$ cat config.mk
export PLATFORM = sky130hd
export DESIGN_NAME = approx_mul_pipe
export DESIGN_NICKNAME = d
export VERILOG_FILES = /design/src/rtl/approx_mul_pipe_pkg.sv /design/src/rtl/mul_pipe_slice.sv /design/src/rtl/approx_mul_pipe.sv
export SDC_FILE = /design/constraint.sdc
export NUM_CORES = 1
export LEC_CHECK = 0
export BUFFER_PORTS_ARGS = -buffer_cell sky130_fd_sc_hd__buf_2
export CORE_MARGIN = 5
export CORE_UTILIZATION = 50
export CTS_CLUSTER_DIAMETER = 60
export DETAILED_ROUTE_END_ITERATION = 10
export PLACE_DENSITY_LB_ADDON = 0.05
export SLEW_MARGIN = 5
export SYNTH_ARGS = -nofsm -noshare
export SYNTH_HDL_FRONTEND = slang
export SYNTH_SLANG_ARGS = --single-unit
$ cat constraint.sdc
create_clock -name clock -period 5.2 [get_ports clock]
set_input_delay 0.26 -clock clock [delete_from_list [all_inputs] [get_ports clock]]
set_output_delay 0.26 -clock clock [all_outputs]
set_load 0.1 [all_outputs]
$ cat src/rtl/approx_mul_pipe_pkg.sv
// Shared constants for the approximate multiplier pipeline: mode encoding
// and the parameter limits checked at elaboration.
package approx_mul_pipe_pkg;

   localparam logic MODE_EXACT  = 1'b0;
   localparam logic MODE_APPROX = 1'b1;

   localparam int DATA_WIDTH_MIN = 1;
   localparam int OUT_WIDTH_MIN  = 1;
   localparam int STAGES_MIN     = 1;
   localparam int STAGES_MAX     = 4;
   localparam int DROP_BITS_MIN  = 0;

   function automatic int max_int(input int x, input int y);
      return (x > y) ? x : y;
   endfunction

endpackage

$ cat src/rtl/mul_pipe_slice.sv
// One valid/hold register slice of the multiplier pipeline. Loads when told to
// advance; data is only captured for valid entries so the payload stays quiet.
module mul_pipe_slice
   import approx_mul_pipe_pkg::*;
#(
   parameter int WIDTH      = 16,
   parameter bit RESET_DATA = 1'b0
) (
   input  logic             clock,
   input  logic             reset,
   input  logic             adv_i,
   input  logic             valid_i,
   input  logic             mode_i,
   input  logic [WIDTH-1:0] data_i,
   output logic             valid_o,
   output logic             mode_o,
   output logic [WIDTH-1:0] data_o
);

   logic             valid_q, valid_d;
   logic             mode_q, mode_d;
   logic [WIDTH-1:0] data_q, data_d;
   logic             load;

   assign load    = adv_i & valid_i;
   assign valid_d = adv_i ? valid_i : valid_q;
   assign mode_d  = load ? mode_i : mode_q;
   assign data_d  = load ? data_i : data_q;

   always_ff @(posedge clock or posedge reset) begin
      if (reset) begin
         valid_q <= 1'b0;
      end else begin
         valid_q <= valid_d;
      end
   end

   // Only the output slice needs a defined payload out of reset.
   if (RESET_DATA) begin : g_rst_data
      always_ff @(posedge clock or posedge reset) begin
         if (reset) begin
            mode_q <= MODE_EXACT;
            data_q <= '0;
         end else begin
            mode_q <= mode_d;
            data_q <= data_d;
         end
      end
   end else begin : g_raw_data
      always_ff @(posedge clock) begin
         mode_q <= mode_d;
         data_q <= data_d;
      end
   end

   assign valid_o = valid_q;
   assign mode_o  = mode_q;
   assign data_o  = data_q;

endmodule

$ cat src/rtl/approx_mul_pipe.sv
// Pipelined unsigned multiplier with per-transaction exact/approximate mode.
// Approximate mode drops operand LSBs before the multiply and restores scale after.
module approx_mul_pipe
   import approx_mul_pipe_pkg::*;
#(
   parameter int DATA_WIDTH = 8,
   parameter int OUT_WIDTH  = 16,
   parameter int DROP_BITS  = 1,
   parameter int STAGES     = 2
) (
   input  logic                  clock,
   input  logic                  reset,
   input  logic [DATA_WIDTH-1:0] io_inputs_1,
   input  logic [DATA_WIDTH-1:0] io_inputs_0,
   input  logic                  io_mode,
   input  logic                  io_in_valid,
   output logic                  io_in_ready,
   output logic [OUT_WIDTH-1:0]  io_outs_0,
   output logic                  io_out_valid,
   input  logic                  io_out_ready
);

   localparam int PW = 2 * DATA_WIDTH;
   localparam int SW = max_int(PW, OUT_WIDTH);

   if (STAGES < STAGES_MIN || STAGES > STAGES_MAX) begin : g_bad_stages
      $error("approx_mul_pipe: STAGES must be within 1..4");
   end
   if (DROP_BITS < DROP_BITS_MIN || DROP_BITS >= DATA_WIDTH) begin : g_bad_drop
      $error("approx_mul_pipe: DROP_BITS must be within 0..DATA_WIDTH-1");
   end
   if (DATA_WIDTH < DATA_WIDTH_MIN || OUT_WIDTH < OUT_WIDTH_MIN) begin : g_bad_width
      $error("approx_mul_pipe: DATA_WIDTH and OUT_WIDTH must be positive");
   end

   function automatic logic [PW-1:0] f_pre(input logic [DATA_WIDTH-1:0] a,
                                           input logic [DATA_WIDTH-1:0] b,
                                           input logic                  mode);
      logic [DATA_WIDTH-1:0] a_s, b_s;
      a_s = (mode == MODE_APPROX) ? (a >> DROP_BITS) : a;
      b_s = (mode == MODE_APPROX) ? (b >> DROP_BITS) : b;
      return {a_s, b_s};
   endfunction

   function automatic logic [PW-1:0] f_mul(input logic [PW-1:0] ops);
      logic [PW-1:0] ea, eb;
      ea = PW'(ops[PW-1:DATA_WIDTH]);
      eb = PW'(ops[DATA_WIDTH-1:0]);
      return ea * eb;
   endfunction

   // Scale restore cannot overflow PW bits: the shifted operands leave 2*DROP_BITS headroom.
   function automatic logic [SW-1:0] f_fin(input logic [PW-1:0] prod, input logic mode);
      logic [SW-1:0] ext;
      ext = SW'(prod);
      return (mode == MODE_APPROX) ? (ext << (2 * DROP_BITS)) : ext;
   endfunction

   logic          v_q [STAGES];
   logic          m_q [STAGES];
   logic [SW-1:0] d_q [STAGES];
   logic          adv [STAGES];

   always_comb begin
      for (int k = 0; k < STAGES; k++) begin
         adv[k] = 1'b0;
      end
      adv[STAGES-1] = !v_q[STAGES-1] || io_out_ready;
      for (int k = STAGES - 2; k >= 0; k--) begin
         adv[k] = !v_q[k] || adv[k+1];
      end
   end

   for (genvar k = 0; k < STAGES; k++) begin : g_stage
      logic          v_in;
      logic          m_in;
      logic [SW-1:0] d_in;

      if (k == 0) begin : g_head
         assign v_in = io_in_valid;
         assign m_in = io_mode;
         if (STAGES == 1) begin : g_single
            assign d_in = f_fin(f_mul(f_pre(io_inputs_1, io_inputs_0, io_mode)), io_mode);
         end else begin : g_split
            assign d_in = SW'(f_pre(io_inputs_1, io_inputs_0, io_mode));
         end
      end else begin : g_body
         assign v_in = v_q[k-1];
         assign m_in = m_q[k-1];
         if (k == 1 && STAGES == 2) begin : g_mul_fin
            assign d_in = f_fin(f_mul(d_q[0][PW-1:0]), m_q[0]);
         end else if (k == 1) begin : g_mul
            assign d_in = SW'(f_mul(d_q[0][PW-1:0]));
         end else if (k == STAGES - 1) begin : g_fin
            assign d_in = f_fin(d_q[k-1][PW-1:0], m_q[k-1]);
         end else begin : g_pass
            assign d_in = d_q[k-1];
         end
      end

      mul_pipe_slice #(
         .WIDTH      (SW),
         .RESET_DATA (k == STAGES - 1)
      ) u_slice (
         .clock   (clock),
         .reset   (reset),
         .adv_i   (adv[k]),
         .valid_i (v_in),
         .mode_i  (m_in),
         .data_i  (d_in),
         .valid_o (v_q[k]),
         .mode_o  (m_q[k]),
         .data_o  (d_q[k])
      );
   end

   assign io_in_ready  = adv[0];
   assign io_out_valid = v_q[STAGES-1];
   assign io_outs_0    = d_q[STAGES-1][OUT_WIDTH-1:0];

   logic unused_tail;
   assign unused_tail = ^{1'b0, m_q[STAGES-1], d_q[STAGES-1]};

endmodule
==> results_dict.tcl <==
set metrics [dict create \
    die_h_microns 96.6 \
    vdd_drop_max_uv 350 \
    p_leak_nw 1.96 \
    design_area_sq_um 4030 \
    ctsRootBufferMaster "clkbuf_8" \
    cpLargestDelayFamily "adder cells" \
    syn_nets 476 \
    synth_top_area_share_pct 19.2 \
    power_density_nw_per_um2 513 \
    grt_remaining_overflow 0 \
    reg2reg_to "g_stage[1].u_slice.data_o[12]" \
    ys_types 44 \
    diodes 0 \
    finalCriticalPeriod_ps 4600 \
    first_iter_violations 113 \
    rows 31 \
    setup_viol 0 \
    r2r_slack_ps 600 \
    crit_slowest_cell "fa_1" \
    wl_per_cell_microns 14.1 \
    ioPinCount 39 \
    grt_pass1_wl_mm 12.8 \
    drive_gt1_share_pct 17.5 \
    rr_worst_depth 14 \
    hold_path_class "in2async" \
    cts_setup_buffers 0 \
    fin_tns_setup_ps 0 \
    fill_cells 712 \
    cts_htree_levels 2 \
    ant_nets 0 \
    clk-insertion-delay-late_ps 290 \
    crit_top_cell "fa_1" \
    path_cells "and2_1 -> fa_1 -> fa_1 -> fa_1 -> inv_1 -> fa_1 -> inv_1 -> ha_1 -> a21oi_2 -> a21boi_1 -> a2111oi_2 -> nor3_1 -> mux2_4 -> o21ai_2" \
    clkSinkCount 35 \
    required_ps 5410 \
    drv_cap 0 \
    post_dp_cell_area_sq_um 3920 \
    synth_area_per_cell_sq_um 9.79 \
    worst_setup_hold_path_clk_slew_ps 70 \
    synth_area_leaders "fa_1 19%, edfxtp_1 14%, dfrtp_1 12%, ha_1 12%, and2_1 9.0%" \
    die_w_microns 96.6 \
    worst_slack_ps 604 \
    post-synth-top-area-cell "fa_1" \
    slowest_delay_ps 540 \
    vias 2579 \
    start_kind "flop" \
    post_cts_resized 0 \
    final_max_slew_viol_count 0 \
    worst-path-buf-inv 2 \
    gr-usage-all-layers_pct 16.2 \
    rsz0062_at_grt "false" \
    cts_made_buffers 5 \
    gp_congestion 0.847 \
    start_util_pct 51.4 \
    wl_mm 7.12 \
    layout.nets 498 \
    grt_max_degree 30 \
    worstMarginPinSlew_ps 807 \
    crit_arrival_ps 4800 \
    cts_tree "built" \
    criticalPathCategory "reg2reg" \
    clk_path_buf_depth 2 \
    area_delta_synth_final_pct 7.47 \
    ys_ff_latch 35 \
    drc 0 \
    antenna_found_initial 0 \
    hpwl_mm 5.87 \
    multiInputGateArea_sq_um 2450 \
    firstDrtPassIters 4 \
    ys.flop_type "dfrtp_1" \
    max_slew_margin_pct 46.1 \
    synth_area_sq_um 3750 \
    seq_area_sq_um 961 \
    hold_buffers 0 \
    synthArstFlopShare_pct 51.4 \
    critPathCaptureType "flop" \
    clock-skew-final_ps 9.71 \
    grt_pass1_vias 2749 \
    ys_seq_area_share_pct 25.6 \
    via_per_inst 5.11 \
    timing_hold_violations_final 0 \
    fin_crit_sh_pct 88.4 \
    cp_max_fo 8 \
    synth-edff-count 17 \
    clock.fmax_mhz 218 \
    io_buffers 38 \
    r2r-start "g_stage[0].u_slice.data_o[10]" \
    dp_slack_ps 598 \
    coreArea_sq_um 7290 \
    syn_inst 383 \
    yosysWarnings 0 \
    outcome "complete, no violations" \
    die_area_sq_um 9330 \
]
==> cells in the final DEF, fill, tap and decap left out, types with 2 or more instances in the layout <==
master | netlist | final
a21o_1 | 2 | 2
a21oi_1 | 15 | 15
a31oi_1 | 2 | 2
and2_1 | 54 | 54
buf_2 | 0 | 38
clkbuf_8 | 0 | 6
dfrtp_1 | 18 | 18
edfxtp_1 | 17 | 17
fa_1 | 36 | 36
ha_1 | 36 | 36
inv_1 | 52 | 52
mux2_2 | 15 | 15
mux2i_1 | 2 | 2
nand2_1 | 33 | 33
nand2b_1 | 4 | 4
nand3_1 | 7 | 7
nand3b_1 | 2 | 2
nor2_1 | 11 | 11
nor2b_1 | 2 | 2
nor3_1 | 3 | 3
o211ai_2 | 2 | 2
o21a_1 | 4 | 4
o21ai_0 | 15 | 15
o21ai_1 | 2 | 2
o21bai_1 | 2 | 2
or3_1 | 2 | 2
xnor2_1 | 4 | 4
xor2_1 | 3 | 3
==> worst reg2reg max path, stage by stage (launching register included) <==
cell       delay [ps]
edfxtp_1          530
and2_1            240
fa_1              500
fa_1              510
fa_1              540
inv_1              50
fa_1              530
inv_1              40
ha_1              350
a21oi_2           210
a21boi_1          140
a2111oi_2         370
nor3_1            130
mux2_4            280
o21ai_2           100
==> metrics by stage <==
stage / power, mW / instances / util, % / hold slack, ps
after floorplan: 1.66 / 383 / - / 199
after global placement: 1.83 / 497 / 53.7 / 382
after detailed placement: 1.84 / 497 / 53.7 / 410
after CTS: 2.09 / 505 / 55.3 / 90.0
after global routing: 2.26 / 505 / 55.3 / 143
final: 2.07 / 505 / 55.3 / 71.2
==> routing by layer <==
metal	track usage, %	part of all wire, %	vias up
met1	22.4	48	1261
li1	-	-	1284
met5	0	0	-
met2	26.8	49	29
met4	3.89	0.98	0
met3	2.37	2.6	5
==> cell type report <==
class                           count  share of cell area [%]
Clock inverter                      1                   0.124
Inverter                           52                    4.84
Clock buffer                        7                    2.67
Tap cell                           99                    3.07
Multi-Input combinational cell    273                    60.7
Timing Repair Buffer               38                    4.72
Sequential cell                    35                    23.8
==> flip-flops by register name (all words and copies together) (netlist names) <==
name,count
g_stage.u_slice.valid_o,2
g_stage.u_slice.data_o,32
g_stage.u_slice.mode_o,1
==> logic make-up (layout without fill, tap and decap cells) <==
| group | count (synthesis) | after routing | share of synthesized area [%] |
|---|---|---|---|
| compound gates | 54 | 54 | 9.51 |
| xor+xnor | 7 | 7 | 1.63 |
| fa+ha+maj | 72 | 72 | 31.2 |
| buf+inv | 75 | 98 | 9.11 |
| flops | 35 | 35 | 25.6 |
| mux | 18 | 18 | 5.44 |
| simple gates | 122 | 122 | 17.5 |
==> how the worst max path moves through the flow <==
| stage | slack (ps) | cells after the start | end | startpoint |
|---|---|---|---|---|
| global route | 390 | 14 | g_stage[1].u_slice.data_o[12] | g_stage[0].u_slice.data_o[10] |
| finish | 600 | 14 | g_stage[1].u_slice.data_o[12] | g_stage[0].u_slice.data_o[10] |
| CTS | 580 | 14 | g_stage[1].u_slice.data_o[12] | g_stage[0].u_slice.data_o[10] |
| detailed placement | 600 | 14 | g_stage[1].u_slice.data_o[12] | g_stage[0].u_slice.data_o[10] |
| global placement | 630 | 14 | g_stage[1].u_slice.data_o[12] | g_stage[0].u_slice.data_o[10] |
| floorplan | 930 | 14 | g_stage[1].u_slice.data_o[12] | g_stage[0].u_slice.data_o[10] |
==> synth_stat cells (2+ instances only) <==
cell,number
and2_1,54
inv_1,52
fa_1,36
ha_1,36
nand2_1,33
dfrtp_1,18
edfxtp_1,17
buf_4,16
a21oi_1,15
mux2_2,15
o21ai_0,15
nor2_1,11
nand3_1,7
clkbuf_1,6
nand2b_1,4
o21a_1,4
xnor2_1,4
nor3_1,3
xor2_1,3
a21o_1,2
a31oi_1,2
mux2i_1,2
nand3b_1,2
nor2b_1,2
o211ai_2,2
o21ai_1,2
o21bai_1,2
or3_1,2
==> power by group <==
part / internal (mW) / switching, mW / leakage [nW]
clock network: 0.136 / 0.102 / 0.0594
logic: 0.470 / 0.957 / 1.52
registers: 0.357 / 0.0458 / 0.384
total: 0.962 / 1.10 / 1.96
Power figures use the tool's default switching activity.
